$ cat src/rtl/fifo_rd_stream_if.sv
// rtl/fifo_rd_stream_if.sv - FIFO read port plus output stream bundle; m_parity present only with FIFO_RD_STREAM_PARITY_EN
interface fifo_rd_stream_if #(
   parameter int DATA_WIDTH = 8
);
   logic                  fifo_empty;
   logic [DATA_WIDTH-1:0] data_out;
   logic                  rd_en;
   logic                  m_valid;
   logic                  m_ready;
   logic [DATA_WIDTH-1:0] m_data;
   logic                  m_last;
`ifdef FIFO_RD_STREAM_PARITY_EN
   logic                  m_parity;

   modport master (input fifo_empty, data_out, m_ready,
                   output rd_en, m_valid, m_data, m_last, m_parity);
   modport slave  (output fifo_empty, data_out, m_ready,
                   input rd_en, m_valid, m_data, m_last, m_parity);
`else
   modport master (input fifo_empty, data_out, m_ready,
                   output rd_en, m_valid, m_data, m_last);
   modport slave  (output fifo_empty, data_out, m_ready,
                   input rd_en, m_valid, m_data, m_last);
`endif
endinterface

$ cat src/rtl/fifo_rd_stream.sv
// rtl/fifo_rd_stream.sv - pops a 1-cycle-latency FIFO into a packetised valid/ready stream via a 2-entry buffer
// Optional even-parity output per word with FIFO_RD_STREAM_PARITY_EN.
module fifo_rd_stream #(
   parameter int DATA_WIDTH = 8,
   parameter int PKT_LEN    = 4
) (
   input  logic             rd_clk,
   input  logic             rd_rst,
   fifo_rd_stream_if.master bus
);
   localparam int CW = $clog2(PKT_LEN) + 1;
   localparam logic [CW-1:0] LAST_CNT = CW'(PKT_LEN - 1);

`ifdef FIFO_RD_STREAM_PARITY_EN
   localparam int EW = DATA_WIDTH + 2;
`else
   localparam int EW = DATA_WIDTH + 1;
`endif

   localparam logic [1:0] EMPTY = 2'd0;
   localparam logic [1:0] ONE   = 2'd1;
   localparam logic [1:0] TWO   = 2'd2;

   logic [1:0]    state;
   logic          pend;
   logic [CW-1:0] wcnt;
   logic [EW-1:0] e0;
   logic [EW-1:0] e1;
   logic [EW-1:0] e_new;
   logic          hs;
   logic          wr;
   logic          wr_last;
   logic [1:0]    occ;

   // pend marks a pop issued last cycle whose word is on data_out now
   assign wr      = pend;
   assign wr_last = (wcnt == LAST_CNT);
   assign hs      = (state != EMPTY) & bus.m_ready;
   assign occ     = state + {1'b0, pend};
   assign bus.rd_en = !rd_rst & !bus.fifo_empty & ((occ < 2'd2) | hs);

`ifdef FIFO_RD_STREAM_PARITY_EN
   assign e_new        = {^bus.data_out, wr_last, bus.data_out};
   assign bus.m_parity = e0[DATA_WIDTH+1];
`else
   assign e_new = {wr_last, bus.data_out};
`endif

   assign bus.m_valid = (state != EMPTY);
   assign bus.m_data  = e0[DATA_WIDTH-1:0];
   assign bus.m_last  = e0[DATA_WIDTH];

   always_ff @(posedge rd_clk or posedge rd_rst) begin
      if (rd_rst) begin
         state <= EMPTY;
         pend  <= 1'b0;
         wcnt  <= '0;
         e0    <= '0;
         e1    <= '0;
      end else begin
         pend <= bus.rd_en;
         if (wr) begin
            wcnt <= wr_last ? '0 : wcnt + 1'b1;
         end
         // e0 is always the oldest entry; e1 only ever holds the younger one in TWO
         case (state)
            EMPTY: begin
               if (wr) begin
                  e0    <= e_new;
                  state <= ONE;
               end
            end
            ONE: begin
               if (wr && hs) begin
                  e0 <= e_new;
               end else if (wr) begin
                  e1    <= e_new;
                  state <= TWO;
               end else if (hs) begin
                  state <= EMPTY;
               end
            end
            TWO: begin
               if (hs) begin
                  e0    <= e1;
                  state <= ONE;
               end
            end
            default: state <= EMPTY;
         endcase
      end
   end
endmodule

$ cat src/flat_wrapper.sv
// flat-port wrapper written by rule: the top's interface ports become plain ports
module fifo_rd_stream_flat 
#(
   parameter int DATA_WIDTH = 8,
   parameter int PKT_LEN    = 4
)
  (rd_clk, rd_rst, bus_fifo_empty, bus_data_out, bus_m_ready, bus_rd_en, bus_m_valid, bus_m_data, bus_m_last);
  fifo_rd_stream_if #(.DATA_WIDTH(DATA_WIDTH)) bus_i ();
  input  logic rd_clk;
  input  logic rd_rst;
  input wire logic [$bits(bus_i.fifo_empty)-1:0] bus_fifo_empty;
  input wire logic [$bits(bus_i.data_out)-1:0] bus_data_out;
  input wire logic [$bits(bus_i.m_ready)-1:0] bus_m_ready;
  output wire logic [$bits(bus_i.rd_en)-1:0] bus_rd_en;
  output wire logic [$bits(bus_i.m_valid)-1:0] bus_m_valid;
  output wire logic [$bits(bus_i.m_data)-1:0] bus_m_data;
  output wire logic [$bits(bus_i.m_last)-1:0] bus_m_last;
  assign bus_i.fifo_empty = bus_fifo_empty;
  assign bus_i.data_out = bus_data_out;
  assign bus_i.m_ready = bus_m_ready;
  assign bus_rd_en = bus_i.rd_en;
  assign bus_m_valid = bus_i.m_valid;
  assign bus_m_data = bus_i.m_data;
  assign bus_m_last = bus_i.m_last;
  fifo_rd_stream #(.DATA_WIDTH(DATA_WIDTH), .PKT_LEN(PKT_LEN)) u_core (.rd_clk(rd_clk), .rd_rst(rd_rst), .bus(bus_i));
endmodule
$ cat config.mk
export PLATFORM = sky130hd
export DESIGN_NAME = fifo_rd_stream_flat
export DESIGN_NICKNAME = d
export VERILOG_FILES = /design/src/rtl/fifo_rd_stream_if.sv /design/src/rtl/fifo_rd_stream.sv /design/src/flat_wrapper.sv
export SDC_FILE = /design/constraint.sdc
export NUM_CORES = 1
export LEC_CHECK = 0
export CORE_MARGIN = 3
export CORE_UTILIZATION = 49
export CTS_CLUSTER_SIZE = 10
export DETAILED_ROUTE_END_ITERATION = 16
export GPL_TIMING_DRIVEN = 1
export MAX_ROUTING_LAYER = met4
export PLACE_DENSITY = 0.81
export SYNTH_ARGS = -nofsm -noshare
export SYNTH_HDL_FRONTEND = slang
export SYNTH_SLANG_ARGS = --single-unit
$ cat constraint.sdc
create_clock -name rd_clk -period 2 [get_ports rd_clk]
set_clock_uncertainty 0.05 [all_clocks]
set_input_delay 0.2 -clock rd_clk [delete_from_list [all_inputs] [get_ports rd_clk]]
set_output_delay 0.2 -clock rd_clk [all_outputs]
set_load 0.03 [all_outputs]
==> results of run 1 <==
-- power groups by stage --
stage	clock (W)	sequential (W)	combinational, W
2_1_floorplan	0	0.000868	0.000275
3_3_place_gp	0	0.000758	0.000584
3_5_place_dp	0	0.000774	0.000607
4_1_cts	0.000257	0.000763	0.000608
5_1_grt	0.000273	0.000786	0.000646
6_report	0.000251	0.000760	0.000597
-- final timing paths --
path	startpoint	to	slack (ps)
min in group rd_clk	bus_fifo_empty	u_core.pend$_DFF_PP0_	380
worst min register to register	u_core.e1[7]$_DFFE_PP0P_	u_core.e1[7]$_DFFE_PP0P_	470
worst max register to register	u_core.state[1]$_DFFE_PP0P_	u_core.e0[4]$_DFFE_PP0P_	310
worst max-delay path	u_core.state[1]$_DFFE_PP0P_	bus_rd_en	170
worst min-delay path	rd_rst	u_core.pend$_DFF_PP0_	190
max in group asynchronous	rd_rst	u_core.e0[5]$_DFFE_PP0P_	1480
-- area by class of cell --
type                            count  area share (%)
Clock buffer                        4            2.62
Inverter                            1           0.271
Multi-Input combinational cell     48            34.8
Sequential cell                    24            43.4
Tap cell                           27            2.44
Timing Repair Buffer               23            16.5
-- layer usage --
metal,vias to the layer above,wire (um),global-route usage [%]
met2,15,1000,30.4
met3,0,96,5.07
met5,-,0,-
li1,315,-,-
met4,0,0,1.28
met1,345,792,18.2
-- logic make-up after synthesis --
kind of cell	share of synthesized area, %
mux	29.9
flops	55.0
simple gates	7.80
compound gates	4.47
buf+inv	0.802
xor+xnor	0.803
fa+ha+maj	1.15
-- registers in the layout (all words and copies together), names as in the netlist --
signal and count:
u_core.e0 9, u_core.e1 9, u_core.wcnt 3, u_core.state 2, u_core.pend 1
-- stage by stage --
stage | utilization, % | hold slack, ps
floorplan | - | 165
global placement | 65.9 | 434
detailed placement | 65.9 | 447
CTS | 67.6 | 199
global route | 67.8 | 223
finish | 67.8 | 187
-- synthesized netlist by cell type --
| library cell | instances | area [um^2] |
|---|---|---|
| sky130_fd_sc_hd__mux2_2 | 29 | 327 |
| sky130_fd_sc_hd__dfrtp_1 | 24 | 601 |
| sky130_fd_sc_hd__a21oi_1 | 2 | 10.0 |
| sky130_fd_sc_hd__nand3b_1 | 2 | 15.0 |
| sky130_fd_sc_hd__nor2b_2 | 2 | 17.5 |
| sky130_fd_sc_hd__a21bo_2 | 1 | 10.0 |
| sky130_fd_sc_hd__a21boi_0 | 1 | 7.51 |
| sky130_fd_sc_hd__buf_2 | 1 | 5.00 |
| sky130_fd_sc_hd__ha_1 | 1 | 12.5 |
| sky130_fd_sc_hd__inv_1 | 1 | 3.75 |
| sky130_fd_sc_hd__nand2b_1 | 1 | 6.26 |
| sky130_fd_sc_hd__nand2b_4 | 1 | 13.8 |
| sky130_fd_sc_hd__nor2_1 | 1 | 3.75 |
| sky130_fd_sc_hd__nor2_4 | 1 | 11.3 |
| sky130_fd_sc_hd__nor2b_1 | 1 | 6.26 |
| sky130_fd_sc_hd__nor3_1 | 1 | 5.00 |
| sky130_fd_sc_hd__o21ai_0 | 1 | 5.00 |
| sky130_fd_sc_hd__o21ai_4 | 1 | 16.3 |
| sky130_fd_sc_hd__or2_2 | 1 | 6.26 |
| sky130_fd_sc_hd__xnor2_1 | 1 | 8.76 |
-- worst max-delay path: stages, from the launching register on --
cell                       delay, ps
sky130_fd_sc_hd__dfrtp_1         530
sky130_fd_sc_hd__nand3b_1        250
sky130_fd_sc_hd__a21oi_1          90
sky130_fd_sc_hd__nor3_1          190
sky130_fd_sc_hd__buf_4           210
-- what timing repair did --
| item | CTS | global route |
|---|---|---|
| endpoints found under the setup margin | 0 | 1 |
| endpoints found under the hold margin | 0 | 0 |
| resized for setup | 0 | 1 |
==> results, run 1 <==
- The run finished with clean final reports.
- Counting distinct cell types in the post-synthesis netlist gives 20.
- Across every metal layer, demand over resource in global routing totals 16.5%.
- Dividing the final minimum period by the clock period gives 91.5%.
- The total count of max-transition violations in the final report was 0.
- The floorplan die area is 0.00283 mm^2.
- The antenna diode count is 0.
- The sequential cell area fraction in the yosys report is 55.0%.
- The insertion delay of the later-clocked pin in the worst-skew pair is 310 ps.
- The number of global-route vias before repair is 744.
- The pre-antenna-repair detailed-routing pass consisted of 3 iterations.
- The worst setup path is launched from a flop.
- The cell area after synthesis is 0.00109 mm^2.
- The final wirelength is 1.89 mm.
- The post-synthesis instance total is 74.
- Summed over all cells, the static leakage comes to 0.587 nW.
- The top cell types in the final layout, fill and taps aside, are sky130_fd_sc_hd__mux2_2 (29), sky130_fd_sc_hd__dfrtp_1 (24), sky130_fd_sc_hd__clkdlybuf4s50_1 (20).
- The count of nets after finishing is 114.
- The relative slew slack is 78.8%.
- Clock tree synthesis selected as its root buffer the cell sky130_fd_sc_hd__clkbuf_4.
- Setup repair after global routing left no endpoint under its margin.
- Buffers inserted during clock tree synthesis total 3.
- The congestion estimate from routability-driven global placement came to 0.719.
- The total of hold buffers inserted after clock tree synthesis is 0.
- The number of nets handed over by synthesis was 87.
- The switching portion of total power is 32.0%.
- The cell area after placement is 0.00135 mm^2.
- The clock passes through at most 2 buffers.
- The final antenna-violating net count is 0.
- The internal power is 0.00109 W.
- The clock network power share is 15.6%.
- Data on the critical path arrives at its endpoint at 1580 ps.
- The share of power burned in registers is 47.3%.
- The total global routing overflow is 0.
- Synthesis inferred 24 register bits.
- The first routing iteration left 5 violations.
- The number of clock sinks is 24.
- The slew of the pin with the lowest slew margin is 317 ps.
- The final cell area excluding filler cells is 0.00138 mm^2.
- The first-pass GRT wire length is 3.28 mm.
- Input and output buffers added on the ports amount to 22.
- The floorplan step set the die width to 53.2 um.
- The H-tree level count is 1.
- The count of final hold-check violations was 0.
- The post-synthesis to final-layout area growth is 26.8%.
- For this run, the number of Yosys warnings is 0.
- OpenSTA, run right after detailed placement, puts the worst setup slack at 197 ps.
- The total power density per cell area is 1160 mW/mm^2.
- The number of standard cells in the final layout excluding fillers is 127.
- For the final routed database, the setup TNS stands at 0 ps.
- Once the floorplan was initialized, standard cells occupied 53.4% of the core.
- The required arrival time at the worst endpoint is 1750 ps.
- The number of antenna violations at the first check in global routing is 0.
- The setup violation total in the final timing report is 0.
- The wire length per cell after detailed routing is 14.9 um.
- For this design the top-level I/O count stands at 23.
- Leaving out fill and tap cells, the most frequent cell in the layout is sky130_fd_sc_hd__mux2_2.
- The clock-pin slew on the worst setup and hold paths is 130 ps.
- The layout has 175 filler cells.
- The number of max-cap violations is 0.
- The analysis attributes to net switching a power of 0.000515 W.
- Setup slack on the critical path of the routed design comes to 171 ps.
- The largest voltage drop on the vdd net is 0.861 mV.
- The core region is 0.00204 mm^2.
- Along the worst path, the maximum fanout reaches 8.
- Summing over every cut layer, the via total after detailed routing is 675.
- The register area is 601 um^2.
- The worst path needs 1830 ps of the cycle, external delays included.
- The clock tree from TritonCTS is yes.
- The tightest min-delay check is of the input port to asynchronous set/reset pin type.
- The capturing element type of the critical path is an output pin.
- The number of buffers added for setup after CTS is 0.
- The critical path is of the flop to output pin type.
- The count of standard-cell rows is 16.
- The design draws 0.00161 W.
- A synthesized cell averages 14.7 um^2.
- The via density per instance is 5.31.
- Entering global routing, the biggest net connects 25 pins.
- Timing would allow up to 0.547 GHz.
- The half-perimeter wire length of the detailed placement result is 1.42 mm.
- The share of total power dissipated in combinational logic is 37.1%.
- The layout cell share with drive strength beyond 1 is 42.0%.
- The number of cells on the worst reg-to-reg path is 3.
- The multi-input combinational cell area is 482 um^2.
- The total instance count after detailed placement is 123.
- In the routed design, unresolved DRC markers number 0.
- The height of the die is 53.2 um.
No activity file was read; power rests on OpenSTA's default activity.
==> run 2: changes to the inputs <==
Settings changed: ABC_AREA from default to 0, PLACE_DENSITY 0.81 to 0.77.
==> run 2 against run 1 <==
Compared with the run above: sequential power about the same; first-iteration DRC count decreased by 80%; die area unchanged; setup slack improved by 26 ps; non-clock buffer count unchanged; core utilization unchanged; critical path type unchanged; critical endpoint unchanged.
==> results, run 2 (synthesized netlist as in run 1, its figures left out) <==
- The cell family with the largest share of critical-path delay is flip-flops.
- The final cell area excluding filler cells is 0.00138 mm^2.
- The number of buffers added for setup after CTS is 0.
- Entering global routing, the biggest net connects 25 pins.
- The cell area after placement is 0.00135 mm^2.
- On the final layout, the worst hold slack is 200 ps.
- Clock latency on the worst-skew pair, taken at its later pin, is 300 ps.
- For this configuration, the core starts out at a cell density of 53.4%.
- The share of the clock period used by the worst path is 90.2%.
- The number of buffers inserted during clock tree synthesis is 3.
- TritonCTS built the clock tree.
- The number of global-route vias before repair is 720.
- The antenna diode count is 0.
- OpenSTA, run right after detailed placement, puts the worst setup slack at 208 ps.
- Setup repair after global routing left no endpoint under its margin.
- Measured along the y axis, the die boundary spans 53.2 um.
- The cell leakage power is 0.587 nW.
- The path class of the tightest hold or removal check is input port to asynchronous set/reset pin.
- The tool flagged a number of max-cap violations equal to 0.
- Walking the worst path, the cells encountered are nand3b_1 -> a21oi_1 -> nor3_1 -> buf_4.
- Subtracting the final worst setup slack from the clock period gives 1800 ps.
- The first global-routing pass estimated 3.20 mm of wire.
- IR analysis of the VDD net gives a maximum drop of 0.671 mV.
- The total count of max-transition violations in the final report was 0.
- The critical path crosses 4 cells after its start point.
- The worst setup path is captured at an output pin.
- In this run the deepest clock path goes through 2 buffers.
- Data on the critical path is required at its endpoint by 1750 ps.
- The slew of the pin with the lowest slew margin is 327 ps.
- The run finished with clean final reports.
- The net count of the finished layout is 114.
- In this run the power density over the cells is 1160 mW/mm^2.
- From left edge to right edge, the die measures 53.2 um.
- The number of clock sinks is 24.
- The half-perimeter wire length of the detailed placement result is 1.44 mm.
- Once routing completed, OpenROAD measured the worst setup slack at 197 ps.
- The number of DRC violations after detailed-routing iteration 0 is 1.
- The slowest stage of the critical path belongs to the cell sky130_fd_sc_hd__dfrtp_1.
- Setup violations remaining at the end of the flow were counted as 0.
- The critical path is of the flop to output pin type.
- The largest single stage delay on the critical path is 500 ps.
- The layout cell share with drive strength beyond 1 is 42.0%.
- For this run, the total global-route usage over all layers was measured as 16.4%.
- The floorplan step defined a die boundary enclosing 0.00283 mm^2.
- The end of the worst register-to-register path is u_core.e0[3]$_DFFE_PP0P_.
- The total global routing overflow is 0.
- The number of antenna violations at the first check in global routing is 0.
- The final total negative setup slack is 0 ps.
- The clock tree root buffer cell is sky130_fd_sc_hd__clkbuf_4.
- The final wirelength is 1.91 mm.
- The worst setup path is launched from a flop.
- The critical path starts at u_core.state[1]$_DFFE_PP0P_.
- The number of buffers and inverters on the critical path is 1.
- In the routed layout, each cell is associated on average with a via count of 5.24.
- Headroom to the max-slew limit came out at 78.1%.
- Of all nets on the critical path, the largest fanout is 8.
- The number of buffers inserted by port buffering is 22.
- The wire length per cell after detailed routing is 15.1 um.
- In this run the standard cell core region covers 0.00204 mm^2.
- The timing endpoint of the critical path is bus_rd_en.
- The number of detailed-route iterations in the first pass is 2.
- Derived from the worst setup path, the maximum achievable clock frequency is 0.555 GHz.
- Across all layers, the routed design uses 666 vias.
- The largest registers in the layout are u_core.e0: 9 flops, u_core.e1: 9 flops, u_core.wcnt: 3 flops.
- The count of final hold-check violations is 0.
- Routability-driven placement finished with a final weighted congestion of 0.711.
- The completed layout was analyzed and its total power is 0.00161 W.
- The final antenna-violating net count is 0.
- The worst register-to-register path has a setup slack of 370 ps.
- Leaving out fill and tap cells, the most frequent cell in the layout is sky130_fd_sc_hd__mux2_2.
- Data arrives at the worst endpoint at 1550 ps.
- After detailed routing, the number of remaining DRC violations is 0.
- In this run the number of H-tree levels came out at 1.
- In the layout the commonest cells are sky130_fd_sc_hd__mux2_2 (29), sky130_fd_sc_hd__dfrtp_1 (24), sky130_fd_sc_hd__clkdlybuf4s50_1 (20).
- After clock tree synthesis, the clock-pin slew on the worst setup and hold paths is 120 ps.
- The worst register-to-register path has a depth of 3.
- The number of I/O pins is 23.
- In this run the critical register-to-register path is launched from u_core.state[1]$_DFFE_PP0P_.
- In this run the core area contains 16 standard-cell rows.
- The post-synthesis to final-layout area growth is 26.8%.
==> run 2: stage by stage <==
step / util, % / instances
CTS: 67.6 / 127
floorplan: - / 74
global route: 67.8 / 127
detailed placement: 65.9 / 123
global placement: 65.9 / 123
finish: 67.8 / 127
==> run 2: cell type report <==
type	count	area (um^2)
clock buffer	4	36.3
fill	165	658
inverter	1	3.75
multi-input combinational	48	482
sequential	24	601
tap	27	33.8
timing repair buffer	23	228
==> run 2: worst min-delay path by stage <==
stage,endpoint,slack (ps),cells past startpoint
2_1_floorplan,u_core.e0[0]$_DFFE_PP0P_,160,1
3_3_place_gp,u_core.e1[5]$_DFFE_PP0P_,430,1
3_5_place_dp,u_core.e1[3]$_DFFE_PP0P_,440,1
4_1_cts,u_core.state[1]$_DFFE_PP0P_,200,3
5_1_grt,u_core.pend$_DFF_PP0_,230,3
6_report,u_core.state[1]$_DFFE_PP0P_,200,3
==> run 2: worst reg2reg max path, stage by stage (launching register included) <==
cell and delay, ps:
sky130_fd_sc_hd__dfrtp_1 500, sky130_fd_sc_hd__nor2b_2 340, sky130_fd_sc_hd__mux2_2 370, sky130_fd_sc_hd__mux2_2 270
==> run 2: power breakdown <==
part / total, W / switching, W / internal (W) / leakage (nW)
Clock: 0.000249 / 0.000138 / 0.000111 / 0.0210
Sequential: 0.000760 / 0.000101 / 0.000659 / 0.293
Combinational: 0.000598 / 0.000275 / 0.000323 / 0.274
Total: 0.00161 / 0.000514 / 0.00109 / 0.587
==> run 2: timing repair <==
item                                    4_1_cts  5_1_grt
hold buffers                                  0        0
endpoints found under the setup margin        0        1
gates resized for setup                       0        1
==> run 2: per-layer routing <==
layer,part of all wire (%),vias up,track usage [%]
li1,-,316,-
met1,43,337,18.9
met2,53,13,28.5
met3,3.7,0,3.66
met4,0,0,5.11
met5,0,-,-
==> run 3: changes to the inputs <==
Settings changed: CAP_MARGIN from default to 5.
==> results of run 3 <==
No change in the layout: final DEF, timing and power equal those of run 2.
